## config.mk

```make
export PLATFORM = sky130hd
export DESIGN_NAME = pic_frame_rx
export DESIGN_NICKNAME = d
export VERILOG_FILES = /design/src/rtl/pic_frame_rx.sv
export SDC_FILE = /design/constraint.sdc
export NUM_CORES = 1
export LEC_CHECK = 0
export BUFFER_PORTS_ARGS = -buffer_cell sky130_fd_sc_hd__clkbuf_2
export CELL_PAD_IN_SITES_DETAIL_PLACEMENT = 1
export CELL_PAD_IN_SITES_GLOBAL_PLACEMENT = 1
export CORE_ASPECT_RATIO = 1.2
export CORE_MARGIN = 2
export CORE_UTILIZATION = 42
export CTS_CLUSTER_DIAMETER = 40
export DETAILED_ROUTE_END_ITERATION = 10
export MAX_ROUTING_LAYER = met4
export PLACE_DENSITY_LB_ADDON = 0.1
export RECOVER_POWER = 100
export SYNTH_ARGS = -nofsm -noshare
export SYNTH_HDL_FRONTEND = slang
export SYNTH_SLANG_ARGS = --single-unit
```

## constraint.sdc

```tcl
create_clock -name i_clk_sys -period 6 [get_ports i_clk_sys]
set_clock_uncertainty 0.1 [all_clocks]
set_input_delay 0.6 -clock i_clk_sys [delete_from_list [all_inputs] [get_ports i_clk_sys]]
set_output_delay 0.6 -clock i_clk_sys [all_outputs]
set_load 0.005 [all_outputs]
```

## src/rtl/pic_frame_rx.sv

```systemverilog
// Receive-side frame parser: finds the sync header, unpacks 12-bit pixels into frame-buffer
// writes and checks the trailing 8-bit payload checksum.
module pic_frame_rx #(
   parameter int unsigned IMG_W       = 160,
   parameter int unsigned IMG_H       = 120,
   parameter int unsigned ADDR_WIDTH  = 15,
   parameter int unsigned TIMEOUT_CYC = 500000,
   parameter logic [7:0]  SYNC0       = 8'hA5,
   parameter logic [7:0]  SYNC1       = 8'h5A
) (
   input  logic                  i_clk_sys,
   input  logic                  i_rst_n,
   input  logic [7:0]            i_rx_data,
   input  logic                  i_rx_done,
   output logic                  o_wr_en,
   output logic [ADDR_WIDTH-1:0] o_wr_addr,
   output logic [11:0]           o_wr_data,
   output logic                  o_busy,
   output logic                  o_frame_done,
   output logic                  o_frame_err,
   output logic [7:0]            o_frame_cnt
);

   localparam int unsigned NPIX = IMG_W * IMG_H;
   localparam int unsigned TW   = $clog2(TIMEOUT_CYC + 1);
   localparam logic [ADDR_WIDTH-1:0] LAST_ADDR = ADDR_WIDTH'(NPIX - 1);
   localparam logic [TW-1:0]         TO_LAST   = TW'(TIMEOUT_CYC - 1);

   typedef enum logic [2:0] {StIdle, StSync, StPixHi, StPixLo, StCheck} state_e;

   state_e                state_q, state_d;
   logic [7:0]            sum_q, sum_d;
   logic [3:0]            hi_q, hi_d;
   logic [ADDR_WIDTH-1:0] addr_q, addr_d;
   logic [TW-1:0]         tmo_q, tmo_d;
   logic                  timeout;

   logic                  wr_en_d, busy_d, done_d, err_d;
   logic [ADDR_WIDTH-1:0] wr_addr_d;
   logic [11:0]           wr_data_d;
   logic [7:0]            cnt_d;

   always_ff @(posedge i_clk_sys or negedge i_rst_n) begin
      if (!i_rst_n) begin
         state_q      <= StIdle;
         sum_q        <= '0;
         hi_q         <= '0;
         addr_q       <= '0;
         tmo_q        <= '0;
         o_wr_en      <= 1'b0;
         o_wr_addr    <= '0;
         o_wr_data    <= '0;
         o_busy       <= 1'b0;
         o_frame_done <= 1'b0;
         o_frame_err  <= 1'b0;
         o_frame_cnt  <= '0;
      end else begin
         state_q      <= state_d;
         sum_q        <= sum_d;
         hi_q         <= hi_d;
         addr_q       <= addr_d;
         tmo_q        <= tmo_d;
         o_wr_en      <= wr_en_d;
         o_wr_addr    <= wr_addr_d;
         o_wr_data    <= wr_data_d;
         o_busy       <= busy_d;
         o_frame_done <= done_d;
         o_frame_err  <= err_d;
         o_frame_cnt  <= cnt_d;
      end
   end

   // A byte arriving on the expiry cycle suppresses the timeout.
   assign timeout = (state_q != StIdle) && !i_rx_done && (tmo_q == TO_LAST);

   always_comb begin
      state_d = state_q;
      sum_d   = sum_q;
      hi_d    = hi_q;
      addr_d  = addr_q;
      tmo_d   = (state_q == StIdle || i_rx_done) ? '0 : tmo_q + 1'b1;
      if (timeout) begin
         state_d = StIdle;
         tmo_d   = '0;
      end else if (i_rx_done) begin
         unique case (state_q)
            StIdle: begin
               if (i_rx_data == SYNC0) state_d = StSync;
            end
            StSync: begin
               if (i_rx_data == SYNC1) begin
                  state_d = StPixHi;
                  addr_d  = '0;
                  sum_d   = '0;
               end else if (i_rx_data != SYNC0) begin
                  state_d = StIdle;
               end
            end
            StPixHi: begin
               hi_d    = i_rx_data[3:0];
               sum_d   = sum_q + i_rx_data;
               state_d = StPixLo;
            end
            StPixLo: begin
               sum_d = sum_q + i_rx_data;
               if (addr_q == LAST_ADDR) begin
                  state_d = StCheck;
               end else begin
                  addr_d  = addr_q + 1'b1;
                  state_d = StPixHi;
               end
            end
            StCheck: state_d = StIdle;
            default: state_d = StIdle;
         endcase
      end
   end

   always_comb begin
      wr_en_d   = i_rx_done && !timeout && (state_q == StPixLo);
      wr_addr_d = wr_en_d ? addr_q : o_wr_addr;
      wr_data_d = wr_en_d ? {hi_q, i_rx_data} : o_wr_data;
      done_d    = i_rx_done && (state_q == StCheck) && (i_rx_data == sum_q);
      err_d     = timeout || (i_rx_done && (state_q == StCheck) && (i_rx_data != sum_q));
      busy_d    = (state_d != StIdle);
      cnt_d     = o_frame_cnt + 8'(done_d);
   end

endmodule

```

# Word-level counts from Yosys, hierarchy flattened

Cells that the tools add are included.

Add/subtract/negate cells: 4
Eq/ne operators: 13
Multiplexer cells: 14
Bitwise logic cells: 1
Reduce and logical (&&, ||, !) cells: 20

Operators with widths:

| cell                                                            | number |
|---|---|
| 19-bit 2-to-1 mux                                               | 2 |
| 15-bit 2-to-1 mux                                               | 2 |
| 15-bit one-hot mux with 2 select lines                          | 1 |
| 19-bit by 1-bit adder with 19-bit output, second input constant | 1 |
| 19-bit == test, second input constant                           | 1 |
| 3-bit 2-to-1 mux                                                | 6 |
| 8-bit one-hot mux with 2 select lines                           | 1 |
| 15-bit by 1-bit adder with 15-bit output, second input constant | 1 |
| 15-bit == test, second input constant                           | 1 |
| 3-bit one-hot mux with 4 select lines                           | 1 |
| 8-bit by 1-bit adder with 8-bit output                          | 1 |
| 8-bit adder                                                     | 1 |
| 8-bit by 7-bit == test with 1-bit output, second input constant | 1 |
| 8-bit == test                                                   | 1 |
| 8-bit == test, second input constant                            | 1 |
| 8-bit 2-to-1 mux                                                | 1 |
| 8-bit inequality test                                           | 1 |
| 8-bit inequality test, second input constant                    | 1 |
| 1-bit logical AND                                               | 7 |
| 3-bit by 2-bit == test with 1-bit output, second input constant | 2 |
| 3-bit nonzero test                                              | 2 |
| 5-bit AND reduction                                             | 1 |
| 2-bit inequality test, second input constant                    | 2 |
| 4-bit AND reduction                                             | 1 |
| 9 further kinds                                                 | 12 |

Register bits: 88
Input bits: 11
Output and inout port bits: 39
Word-level logic and storage cells: 64

# Depth between registers and ports, before layout

Word-level depth: 7
Mapped depth: 9
Gate-level depth less buffers: 9

# Worst setup path before layout

OpenSTA, ideal clock, no wires.

Kind: input -> register
Start point: input port i_rx_data[5]
End point: register o_frame_cnt[5]
Setup time: 0.123 ns
Arrival time: 2.407 ns
Required time: 5.777 ns
Path slack: 3.370 ns
Stages on the path: 9
Buffers on the path: 0
Cell sequence: ha_1 > nor4_1 > nand2_1 > nor4_1 > nor4b_1 > ha_1 > and3_1 > nand3_1 > xnor2_1

Longest elaborated chain between the ends: 3

Ends and longest elaborated chain:

| what                                   | line | source |
|---|---|---|
| start: declaration                     | 13   | `input logic [7:0] i_rx_data,` |
| 8-bit == test                          | 123  | `done_d = i_rx_done && (state_q == StCheck) && (i_rx_data == sum_q);` |
| 1-bit logical AND                      | 123  |  |
| named net done_d                       | 38   | `logic wr_en_d, busy_d, done_d, err_d;` |
| 8-bit by 1-bit adder with 8-bit output | 126  | `cnt_d = o_frame_cnt + 8'(done_d);` |
| named net cnt_d[5]                     | 41   | `logic [7:0] cnt_d;` |
| end signal: assignment                 | 69   | `o_frame_cnt <= cnt_d;` |
| end: declaration                       | 21   | `output logic [7:0] o_frame_cnt` |

The timed path passes the listed nets, and every way through them passes these cells.
A chain may end at the register's enable or synchronous reset.

# Final worst setup path

Start point: register state_q[1]
End point: register o_busy

Longest elaborated chain between the ends: 6
Elaborated cells between the ends (all ways): 14
Classes of those cells: eq/ne: 3; mux: 6; reduce/logical: 5

Ends and longest elaborated chain:

| what                                  | line | source |
|---|---|---|
| start: declaration                    | 31   | `state_e state_q, state_d;` |
| start signal: assignment              | 45   | `state_q <= StIdle;` |
| start signal: assignment              | 58   | `state_q <= state_d;` |
| 3-bit 2-to-1 mux                      | 95   | `end else if (i_rx_data != SYNC0) begin` |
| 3-bit 2-to-1 mux                      | 91   | `if (i_rx_data == SYNC1) begin` |
| 3-bit one-hot mux with 4 select lines | 86   | `unique case (state_q)` |
| 3-bit 2-to-1 mux                      | 85   | `end else if (i_rx_done) begin` |
| 3-bit 2-to-1 mux (*)                  | 82   | `if (timeout) begin` |
| 3-bit nonzero test (*)                | 125  | `busy_d = (state_d != StIdle);` |
| named net busy_d                      | 38   |  |
| end signal: assignment                | 66   | `o_busy <= busy_d;` |
| end: declaration                      | 18   | `output logic o_busy,` |

The timed path passes the listed nets; every way through them passes the cells marked *.

==> parameters.txt <==
Parameter                              Value

Global routing
  Global-route wire length before repair ... between 15000 and 20000 µm
  Pin count of the biggest net entering global routing ... 67
  GRT Overall Usage ... 0.2114
  Via count of the first global-routing pass ... roughly 3400
  Total global routing overflow ... 0
  Number of antenna violations at the first check in global routing ... 0

Place
  Post-DP HPWL ... 7702 µm
  Port-buffer cells ... 49
  Number of placed instances, taps included ... 570
  Post-DP Area ... 0.004669 mm²
  Final RePlAce weighted congestion ... 0.7904

STA
  Hold violation total from the final report ... 0
  Tmin final ... 2.993 ns
  Max-slew violation count ... 0
  RSZ-0062 raised after global routing ... no
  Worst hold slack ... 0.3688 ns
  Total Negative Setup Slacks ... 0 ns
  Worst slew margin relative to its limit ... 0.1257
  Count of endpoints failing setup in the final report ... 0
  Top achievable clock speed ... 334.1 MHz
  Tcrit/Tclk final ... 0.4989
  Worst Max-Slew Pin Slew ... 1.311 ns

Synthesis
  Yosys warns ... 0
  Synth area leader ... sky130_fd_sc_hd__dfrtp_1
  Asr flop ratio synth ... 1.000
  Synth unique cells ... 51
  Cell types occupying the most area after synthesis ... sky130_fd_sc_hd__dfrtp_1 (51%), sky130_fd_sc_hd__mux2_2 (7.6%), sky130_fd_sc_hd__xnor2_1 (3.6%)
  Synth Register Bits ... ~90
  Nets in the synthesized netlist ... about 430
  Simple-gate portion of the synthesized area ... 0.1920
  Adder-Cell Fraction of Synth Area ... 0.03648
  Yosys top cell area share ... 0.5096
  Mux share of post-synthesis cell area ... 0.08715
  Synth Cell Area ... 0.004322 mm²
  Number of synthesized flops with an enable pin ... 0
  Mean instance size in the synthesized netlist ... 10.59 µm²
  Count of mapped cells out of synthesis ... about 410
  Dominant combinational cell family by area after synthesis ... simple AND/OR/NAND/NOR gates
  Most common flop cell mapped by yosys ... sky130_fd_sc_hd__dfrtp_1
  Synthesized-area fraction occupied by ao, oa, aoi and oai cells ... 0.08888
  Synthesized-area fraction occupied by xor and xnor cells ... 0.05877
  Post-synthesis sequential area ratio ... 0.5096

Cells and area
  Fin nets ... 478
  Most common cell after layout, fill and taps aside ... sky130_fd_sc_hd__dfrtp_1
  Fin cells ... 586
  Antenna diode count ... 0
  Post-route cell area ... just under 0.005 mm²
  Area growth from synthesis to layout ... 14.33%
  Commonest cells after routing, fill and taps aside ... sky130_fd_sc_hd__dfrtp_1 (88), sky130_fd_sc_hd__nor2_1 (41), sky130_fd_sc_hd__nand2_1 (37)
  Fraction of final layout cells with drive strength greater than 1 ... 0.1565

Flow run
  MaxCap Viol Count ... 0

Hold path
  Hold crit path type ... reg -> reg

Power and ir drop
  Power density over cell area ... 340.1 mW/mm²
  Leakage Power ... 0.002173 µW
  Worst vdd ir ... about 0.00017 V

Critical path
  WP data arrival ... a little over 3 ns
  Maximum net fanout on the critical path ... 17
  Req. time, crit path ... about 6.1 ns
  Kind of end point of the critical path ... flop
  CP Cell Sequence ... clkbuf_1, clkinv_1, o41ai_1, o21ai_0
  Worst setup path class ... reg -> reg
  Master of the slowest instance on the critical path ... sky130_fd_sc_hd__clkinv_1
  Delay contributed by the slowest stage of the critical path ... 0.72 ns
  Critical Path Source Type ... flop

Floorplanning
  Die Area ... 0.01112 mm²
  Die boundary width ... 96.60 µm
  Std cell rows ... 40
  Placeable core region ... 0.01001 mm²
  Die height ... 115.1 µm
  Initial core utilization ... 0.4318
  Io pins ... 50

Route
  Vias per Instance ... 5.563
  Total wirelength of the detailed-routed design ... 10730 µm
  Total vias in the final route ... 3260
  DRC violations left ... 0
  First-pass DRT Iterations ... 4
  Final routed wire length divided by cell count ... 18.31 µm
  Drt first-iter violations ... 100
  Antenna Violating Nets Remaining ... 0

Clock tree
  Clock tree from TritonCTS ... yes
  CTS HTree Levels ... 3
  Clock sinks ... 88
  Post-CTS setup repair buffer count ... 0
  Latest clock arrival within the worst-skew pair ... approximately 0.35 ns
  Cell at the root of the clock tree ... sky130_fd_sc_hd__clkbuf_16
  Clock transition at the register clock pins on the worst setup and hold paths after CTS ... 0.06 ns
  CTS buffer count ... 9
  CTS resizes ... 0
  Clock tree buffer depth ... 2
  Post-cts hold buffer count ... 0

Status
  Outcome ... complete, no violations
==> per-layer routing <==
metal,up-vias,wire [µm],track usage
met4,0,197,0.07887
li1,1558,-,-
met2,48,5329,0.3542
met1,1640,4957,0.2606
met5,-,0,-
met3,14,242,0.03343
==> Yosys cell counts (4+ instances only) <==
cell type                  instances
sky130_fd_sc_hd__o211ai_1          4
sky130_fd_sc_hd__mux2_2           29
sky130_fd_sc_hd__nor4_1            9
sky130_fd_sc_hd__a21oi_1           4
sky130_fd_sc_hd__clkbuf_1          9
sky130_fd_sc_hd__nor3_1           14
sky130_fd_sc_hd__nand3_1          24
sky130_fd_sc_hd__nor2_1           41
sky130_fd_sc_hd__dfrtp_1          88
sky130_fd_sc_hd__ha_1             11
sky130_fd_sc_hd__nand4_1           8
sky130_fd_sc_hd__and3_1            6
sky130_fd_sc_hd__nand2_1          37
sky130_fd_sc_hd__inv_1             9
sky130_fd_sc_hd__xor2_1           11
sky130_fd_sc_hd__a221o_1          10
sky130_fd_sc_hd__o21ai_0          19
sky130_fd_sc_hd__nor2b_1           4
sky130_fd_sc_hd__xnor2_1          18
==> area by class of cell <==
class	count	area [µm²]
Tap cell	126	157.7
Clock inverter	6	82.58
Multi-Input combinational cell	294	1994
Clock buffer	10	239.0
Timing Repair Buffer	52	227.7
Inverter	10	37.54
Sequential cell	88	2202
Fill cell	1137	5069
==> flip-flops by register name, indices dropped and copies added (netlist names) <==
signal / cells
addr_q: 15
o_frame_err: 1
o_wr_en: 1
tmo_q: 19
sum_q: 8
o_wr_addr: 15
o_frame_done: 1
o_busy: 1
state_q: 3
o_wr_data: 12
o_frame_cnt: 8
hi_q: 4
==> through the flow <==
| step | util | setup WS, ns | power [µW] |
|---|---|---|---|
| 2_1_floorplan | - | 3.370 | 956.4 |
| 3_3_place_gp | 0.4665 | 2.956 | 1082 |
| 3_5_place_dp | 0.4665 | 2.814 | 1095 |
| 4_1_cts | 0.4986 | 3.118 | 1710 |
| 5_1_grt | 0.4936 | 2.772 | 1772 |
| 6_report | 0.4936 | 3.007 | 1681 |
==> worst max-delay path, delay by kind of cell, from the launching register on <==
family	cells	cell delay, ns
flops	1	0.61
compound gates	2	0.79
buf+inv	2	1.36
==> worst paths after layout <==
check	from	endpoint	slack [ns]	depth (start not counted)
max	state_q[1]$_DFF_PN0_	o_busy$_DFF_PN0_	3.01	4
min reg2reg	o_frame_cnt[7]$_DFF_PN0_	o_frame_cnt[7]$_DFF_PN0_	0.37	1
min in group asynchronous	i_rst_n	o_frame_cnt[7]$_DFF_PN0_	0.42	1
min	o_frame_cnt[7]$_DFF_PN0_	o_frame_cnt[7]$_DFF_PN0_	0.37	1
max in group asynchronous	i_rst_n	o_wr_addr[3]$_DFFE_PN0P_	3.88	2
max reg2reg	state_q[1]$_DFF_PN0_	o_busy$_DFF_PN0_	3.01	4
==> power breakdown <==
| group | total, µW | switching, µW | leakage (µW) | internal, µW |
|---|---|---|---|---|
| combinational | 336 | 184 | 0.000920 | 152 |
| sequential | 737 | 60.8 | 0.00109 | 676 |
| clock | 608 | 234 | 0.000158 | 374 |
==> cell families (layout without fill, tap and decap cells) <==
kind of cell | Yosys count | in the layout
AND/OR/NAND/NOR | 165 | 165
flip-flops | 88 | 88
AO/OA/AOI/OAI | 55 | 55
multiplexers | 33 | 33
XOR/XNOR | 29 | 29
buffers and inverters | 26 | 78
adder cells (fa/ha/maj) | 12 | 12
(Power assumes the default switching activity.)
